===== src/rtl/ccsds123_out_buffer_pkg.sv =====
// Shared constants and helpers for the CCSDS-123 output buffer slice.
package ccsds123_out_buffer_pkg;

    localparam int BUS_WIDTH_DEF = 64;

    // Smallest r with 2**r >= value; usable in parameter expressions.
    function automatic int clog2(input int value);
        int r;
        r = 0;
        while ((1 << r) < value) begin
            r = r + 1;
        end
        return r;
    endfunction

endpackage


===== src/rtl/ccsds123_sdp_ram.sv =====
// Simple dual-port RAM: synchronous write, asynchronous read (maps to distributed RAM).
module ccsds123_sdp_ram
    import ccsds123_out_buffer_pkg::*;
#(
    parameter int WIDTH = 65,
    parameter int DEPTH = 16,
    parameter int AW    = clog2(DEPTH)
) (
    input  logic             clk,
    input  logic             wr_en,
    input  logic [AW-1:0]    wr_addr,
    input  logic [WIDTH-1:0] wr_data,
    input  logic [AW-1:0]    rd_addr,
    output logic [WIDTH-1:0] rd_data
);

    logic [WIDTH-1:0] mem [DEPTH];

    always_ff @(posedge clk) begin
        if (wr_en) begin
            mem[wr_addr] <= wr_data;
        end
    end

    assign rd_data = mem[rd_addr];

endmodule


===== src/rtl/ccsds123_out_buffer.sv =====
// Buffers the unthrottled compressed-word stream into a FWFT FIFO and re-emits it
// as an AXI4-Stream master, with fill level, almost-full, sticky overflow and image word count.
module ccsds123_out_buffer
    import ccsds123_out_buffer_pkg::*;
#(
    parameter int BUS_WIDTH    = BUS_WIDTH_DEF,
    parameter int DEPTH        = 16,
    parameter int AF_THRESHOLD = 12,
    parameter int CNT_W        = 32
) (
    input  logic                   clk,
    input  logic                   rst,
    input  logic [BUS_WIDTH-1:0]   in_tdata,
    input  logic                   in_tvalid,
    input  logic                   in_tlast,
    output logic [BUS_WIDTH-1:0]   out_tdata,
    output logic                   out_tvalid,
    input  logic                   out_tready,
    output logic                   out_tlast,
    output logic [clog2(DEPTH):0]  level,
    output logic                   in_almost_full,
    output logic                   overflow,
    output logic                   block_done,
    output logic [CNT_W-1:0]       block_words
);

    localparam int AW = clog2(DEPTH);
    localparam int LW = AW + 1;
    localparam logic [LW-1:0] FULL_LVL = LW'(DEPTH);
    localparam logic [LW-1:0] AF_LVL   = LW'(AF_THRESHOLD);

    logic [AW-1:0]    wr_ptr;
    logic [AW-1:0]    rd_ptr;
    logic [CNT_W-1:0] word_cnt;
    logic [BUS_WIDTH:0] rd_word;
    logic             push;
    logic             pop;
    logic [LW-1:0]    level_nxt;

    // Handshake: the input side has no ready, so an in_tvalid word is either
    // pushed this cycle or dropped. The output side transfers a word on any
    // edge where out_tvalid & out_tready; while out_tvalid & !out_tready the
    // head entry (data and tlast) is held unchanged.
    assign out_tvalid = (level != '0);
    assign pop        = out_tvalid & out_tready;
    assign push       = in_tvalid & ((level < FULL_LVL) | pop);

    // Gated so the output reads zero whenever nothing is held.
    assign out_tdata = out_tvalid ? rd_word[BUS_WIDTH-1:0] : '0;
    assign out_tlast = out_tvalid & rd_word[BUS_WIDTH];

    always_comb begin
        level_nxt = level;
        if (push & ~pop) begin
            level_nxt = level + LW'(1);
        end else if (pop & ~push) begin
            level_nxt = level - LW'(1);
        end
    end

    ccsds123_sdp_ram #(
        .WIDTH (BUS_WIDTH + 1),
        .DEPTH (DEPTH),
        .AW    (AW)
    ) u_ram (
        .clk     (clk),
        .wr_en   (push),
        .wr_addr (wr_ptr),
        .wr_data ({in_tlast, in_tdata}),
        .rd_addr (rd_ptr),
        .rd_data (rd_word)
    );

    always_ff @(posedge clk) begin
        if (rst) begin
            wr_ptr         <= '0;
            rd_ptr         <= '0;
            level          <= '0;
            in_almost_full <= 1'b0;
            overflow       <= 1'b0;
            block_done     <= 1'b0;
            block_words    <= '0;
            word_cnt       <= '0;
        end else begin
            if (push) begin
                wr_ptr <= wr_ptr + AW'(1);
            end
            if (pop) begin
                rd_ptr <= rd_ptr + AW'(1);
            end
            level          <= level_nxt;
            in_almost_full <= (level_nxt >= AF_LVL);
            if (in_tvalid & ~push) begin
                overflow <= 1'b1;
            end
            // A dropped tlast still closes the image.
            block_done <= in_tvalid & in_tlast;
            if (in_tvalid & in_tlast) begin
                block_words <= word_cnt + CNT_W'(push);
                word_cnt    <= '0;
            end else if (push) begin
                word_cnt <= word_cnt + CNT_W'(1);
            end
        end
    end

endmodule


===== config.mk =====
export PLATFORM = sky130hd
export DESIGN_NAME = ccsds123_out_buffer
export DESIGN_NICKNAME = d
export VERILOG_FILES = /design/src/rtl/ccsds123_out_buffer_pkg.sv /design/src/rtl/ccsds123_sdp_ram.sv /design/src/rtl/ccsds123_out_buffer.sv
export SDC_FILE = /design/constraint.sdc
export NUM_CORES = 1
export LEC_CHECK = 0
export CAP_MARGIN = 0
export CORE_MARGIN = 4
export CORE_UTILIZATION = 25
export CTS_CLUSTER_DIAMETER = 50
export DETAILED_ROUTE_END_ITERATION = 7
export PLACE_DENSITY = 0.39
export SLEW_MARGIN = 20
export SYNTH_ARGS = -nofsm -noshare
export SYNTH_HDL_FRONTEND = slang
export SYNTH_HIERARCHICAL = 1
export SYNTH_SLANG_ARGS = --single-unit

===== constraint.sdc =====
create_clock -name clk -period 17.7 [get_ports clk]
set_input_delay 3.54 -clock clk [delete_from_list [all_inputs] [get_ports clk]]
set_output_delay 3.54 -clock clk [all_outputs]
set_load 0.005 [all_outputs]

* After elaboration in Yosys (flattened, before gate mapping)
Memories as Yosys holds them, arrays and structs flattened. A register that Yosys moved wholly into a read port is not among the register bits.
Index checks and enable logic that the tools add are counted.
Widths: inputs -> output; s select.
** Word-level totals
- Register bits :: 80
- RAM bits :: 1040
- Input port bits :: 69
- Logic and storage cells :: 36
- Memories :: 1
** Memory list
- u_ram.mem :: depth 16, width 65, read ports 1, clocked after Yosys merged registers in 1, write ports 1, RTL line ccsds123_sdp_ram.sv:17 : logic [WIDTH-1:0] mem [DEPTH];
** Cells by class
- $add $sub $neg :: 6
- Magnitude comparators :: 2
- Mux-type cells :: 7
- Bitwise gates (word level) :: 10
- Reduce and logical (&&, ||, !) cells :: 2
** Operator list (number)
- $mux 64 :: 1
- $add 32x1->32 :: 1
- $add 32x1->32 const B :: 1
- $mux 5 :: 2
- $add 4x1->4 const B :: 2
- $mux 4 :: 2
- $and 1x1->1 :: 7
- $add 5x1->5 const B :: 1
- $ge 5x4->1 const B :: 1
- $lt 5x5->1 const B :: 1
- $reduce_bool 5->1 :: 1
- $sub 5x1->5 const B :: 1
- $mux 1 :: 2
- $not 1->1 :: 2
- $reduce_or 2->1 :: 1
- $or 1x1->1 :: 1

* Depth between registers and ports, before layout
- Depth in word-level cells :: 9
- Gate-level depth with buffers :: 10

* Cells and area by module
Netlist, hierarchy kept.
** Modules (own cells, without submodules)
- ccsds123_sdp_ram :: instances 1, cells each 1608, area each 38938.6 µm²
- ccsds123_out_buffer :: instances 1, cells each 503, area each 4215.3 µm²

* Least setup slack after synthesis
No wires, ideal clock.
- Path kind :: input to register
- From :: input out_tready
- To :: memory u_ram.mem[0][0] (enable)
- Setup time :: 0.568 ns
- Arrival :: 8.793 ns
- Setup slack :: 8.340 ns
- Stages :: 5
- Path buffers :: 0
- Cell sequence :: nor2b_4 nand2b_1 clkinv_1 or3b_1 nor3_1
** Between the ends
- Word-level cells in the longest chain between the ends :: 5
** Ends and longest elaborated chain
- start, declared :: RTL line ccsds123_out_buffer.sv:18 : input logic out_tready,
- $and 1x1->1 :: RTL line ccsds123_out_buffer.sv:45 : assign pop = out_tvalid & out_tready;
- $or 1x1->1 :: RTL line ccsds123_out_buffer.sv:46 : assign push = in_tvalid & ((level < FULL_LVL) | pop);
- $and 1x1->1 :: RTL line ccsds123_out_buffer.sv:46
- net push :: RTL line ccsds123_out_buffer.sv:36 : logic push;
- $mux 1 :: RTL line ccsds123_sdp_ram.sv:20 : if (wr_en) begin
- $mux 1 (implied by the code) :: RTL line ccsds123_sdp_ram.sv:21 : mem[wr_addr] <= wr_data;
- end, declared :: RTL line ccsds123_sdp_ram.sv:17
The timed path passes the listed nets, and every way through them passes these cells.

==> flow_summary_export.csv <==
group,metric,value,unit
global_route,grt_antenna_before_repair,13,
drt,via_per_inst,4.494,
global_route,grt_pass1_wl,174.4,mm
synth,async_flop_share,0,%
synth,ys_warn_count,6,
clocking,cts_hold_buffers,0,
sta,fin_skew,20.11,ps
synth,ys_ff_latch,1120,
worst_setup_path,path_class,"register to output port",
synth,synth_simple_gate_area_share,4.169,%
worst_setup_path,endpoint_kind,"output port",
clocking,clkSlewWorstSetupHoldPaths,60,ps
drt,finalWirelength,121.9,mm
final_layout,nFillCells,16720,
synth,netlist_area,43150,um2
global_route,grt_overflow,0,
die,placementRows,152,
clocking,cts_tree,"built",
worst_setup_path,critPathSlowestCell,"dfxtp_4",
drt,first_pass_iters,5,
placed_design,placed_cells,4532,
sta,hold_viol_final,0,
sta,slew_violations,0,
synth,synthesis.instances,2111,
global_route,grt_max_degree,108,
final_layout,num-nets-final,2447,
synth,synth_sequential_area_ratio,76.08,%
sta,setup_viol,0,
placed_design,place_hpwl,60.66,mm
drt,first_iter_violations,1631,
worst_setup_path,path_max_fanout,107,
clocking,cts_resized,0,
clocking,cts_root_buf,"clkbuf_16",
synth,netlist.area_leader.share,72.37,%
final_layout,fin_cells,4799,
synth,ys.flop_type,"edfxtp_1",
die,die_area,179300,um2
synth,synthAdderAreaFrac,0.2030,%
placed_design,io_buffers,174,
sta,fmax,0.1176,GHz
clocking,htree_levels,4,
drt,vias,21570,
final_layout,area_growth,21.57,%
sta,fin_setup_tns,0,ps
power_and_ir_drop,powerDensity,129.2,nW/um2
die,coreArea,171500,um2
sta,worst_slew_pin_slew,1155,ps
drt,wl_per_cell,25.41,um
clocking,post_cts_buffers,0,
die,die_w,423.5,um
placed_design,place_congestion,0.7013,
synth,synth-edff-count,1040,
final_layout,drive_above_1_share,23.17,%
worst_setup_path,max_stage_delay,890,ps
worst_setup_path,worstPathRequired,14160,ps
drt,drc,0,
drt,ant_nets,0,
worst_setup_path,worstPathCellList,"buf_12, buf_4, mux4_2, a22oi_1, nand2_1, and2_1, clkdlybuf4s50_1",
power_and_ir_drop,ir_worst_vdd,0.00005752,V
worst_setup_path,cp.arrival,4960,ps
outcome,status,"complete, no violations",
clocking,cts_sinks,1120,
synth,synth_compound_area_share,3.018,%
synth,synth_top_family_by_area,"multiplexers",
final_layout,fin_util,30.58,%
clocking,clock_path_buffers,3,
final_layout,layout_common_cells,"1040 x edfxtp_1, 260 x mux4_2, 174 x clkdlybuf4s50_1, 151 x clkbuf_16, 131 x a22oi_1",
global_route,grt_usage,13.54,%
clocking,cts_buffers,146,
synth,synthDistinctLibCells,55,
die,die_h,423.5,um
sta,period_needed,8503,ps
synth,synth.mux.area_fraction,13.62,%
hold_path,hold_path.class,"register to register",
global_route,first_global_vias,23160,
power_and_ir_drop,p_leak,15.91,nW
sta,rsz0062_at_grt,"no",
die,start_util,25.16,%
synth,synth_nets,2187,
final_layout,final_common_cell,"edfxtp_1",
flow_run,cap_violations,0,
sta,relSlewSlack,22.99,%
sta,fin_crit_sh,48.04,%
clocking,insertion_delay,760,ps
synth,syn-mean-instance-area,20.44,um2
synth,yosysTopAreaCell,"edfxtp_1",
die,io_pins,175,
synth,synth_xor_area_share,1.238,%
synth,synth_area_leaders,"edfxtp_1 72%, mux4_2 14%, dfxtp_1 3.7%, a22oi_1 2.3%, nand2_1 1.1%",
worst_setup_path,start_kind,"register",
==> worst paths after layout <==
| path | startpoint | to | slack (ps) | cells past startpoint |
|---|---|---|---|---|
| worst max register to register | level[4] | u_ram/mem[0][26] | 13890 | 7 |
| worst min register to register | block_words[18] | block_words[18] | 460 | 2 |
| worst min-delay path | block_words[18] | block_words[18] | 460 | 2 |
| worst max-delay path | rd_ptr[0] | out_tdata[29] | 9200 | 7 |
==> final cells by class <==
cell class | instances | area [um2] | share of cell area (%)
inverter | 7 | 27.53 | 0.05247
antenna | 3 | 7.507 | 0.01431
clock buffer | 170 | 3860 | 7.358
multi-input combinational | 867 | 9739 | 18.57
clock inverter | 93 | 897.1 | 1.710
timing repair buffer | 229 | 2200 | 4.193
tap | 2310 | 2890 | 5.509
sequential | 1120 | 32840 | 62.60
==> logic make-up after synthesis <==
group / Yosys count
compound gates: 189
fa+ha+maj: 7
flops: 1120
simple gates: 348
mux: 262
buf+inv: 124
xor+xnor: 61
==> where the power goes <==
group	total [W]	leakage (nW)	switching (W)	internal (W)
combinational	0.000934	3.56	0.000449	0.000486
sequential	0.00296	10.0	0.0000361	0.00293
clock	0.00288	2.30	0.00115	0.00173
==> layer usage <==
metal | global-route usage (%) | part of all wire, % | vias to the layer above
met5 | 0 | 0.021 | -
met4 | 3.686 | 2.2 | 4
met3 | 2.733 | 3.9 | 197
met2 | 23.84 | 52 | 461
met1 | 16.91 | 42 | 11700
li1 | - | - | 9200
==> synthesized netlist by cell type, drive strengths merged (4+ instances only) <==
library cell	number
or3	8
xnor2	17
buf	57
nand3	28
dfxtp	80
o21ai	36
nor3	13
nand4	21
nor2b	5
nand2b	5
clkbuf	59
mux4	260
nand2	124
a21oi	14
ha	7
nor2	55
and2	68
edfxtp	1040
and4	5
xor2	44
nor4	4
a22oi	131
inv	6
==> worst max-delay path: cells and delay by family, from the launching register on <==
family,cells,cell delay [ps]
buffers and inverters,3,2060
multiplexers,1,590
AND/OR/NAND/NOR,2,310
AO/OA/AOI/OAI,1,240
flip-flops,1,890
==> flip-flops by register name, indices dropped and copies added (netlist names) <==
name,cells
u_ram/mem,1040
block_words,32
word_cnt,32
level,5
rd_ptr,4
wr_ptr,4
block_done,1
in_almost_full,1
overflow,1
==> metrics by stage <==
stage	power [W]	cell area (um2)	worst slack (ps)	hold WS, ps
5_1_grt	0.007072	52450	8597	486.1
4_1_cts	0.006911	52430	8683	466.2
3_5_place_dp	0.003992	47670	9556	453.7
2_1_floorplan	0.003608	43150	8340	444.2
6_report	0.006779	52460	9197	455.6
3_3_place_gp	0.003983	47650	9593	442.0
No activity file was read; power rests on OpenSTA's default activity.
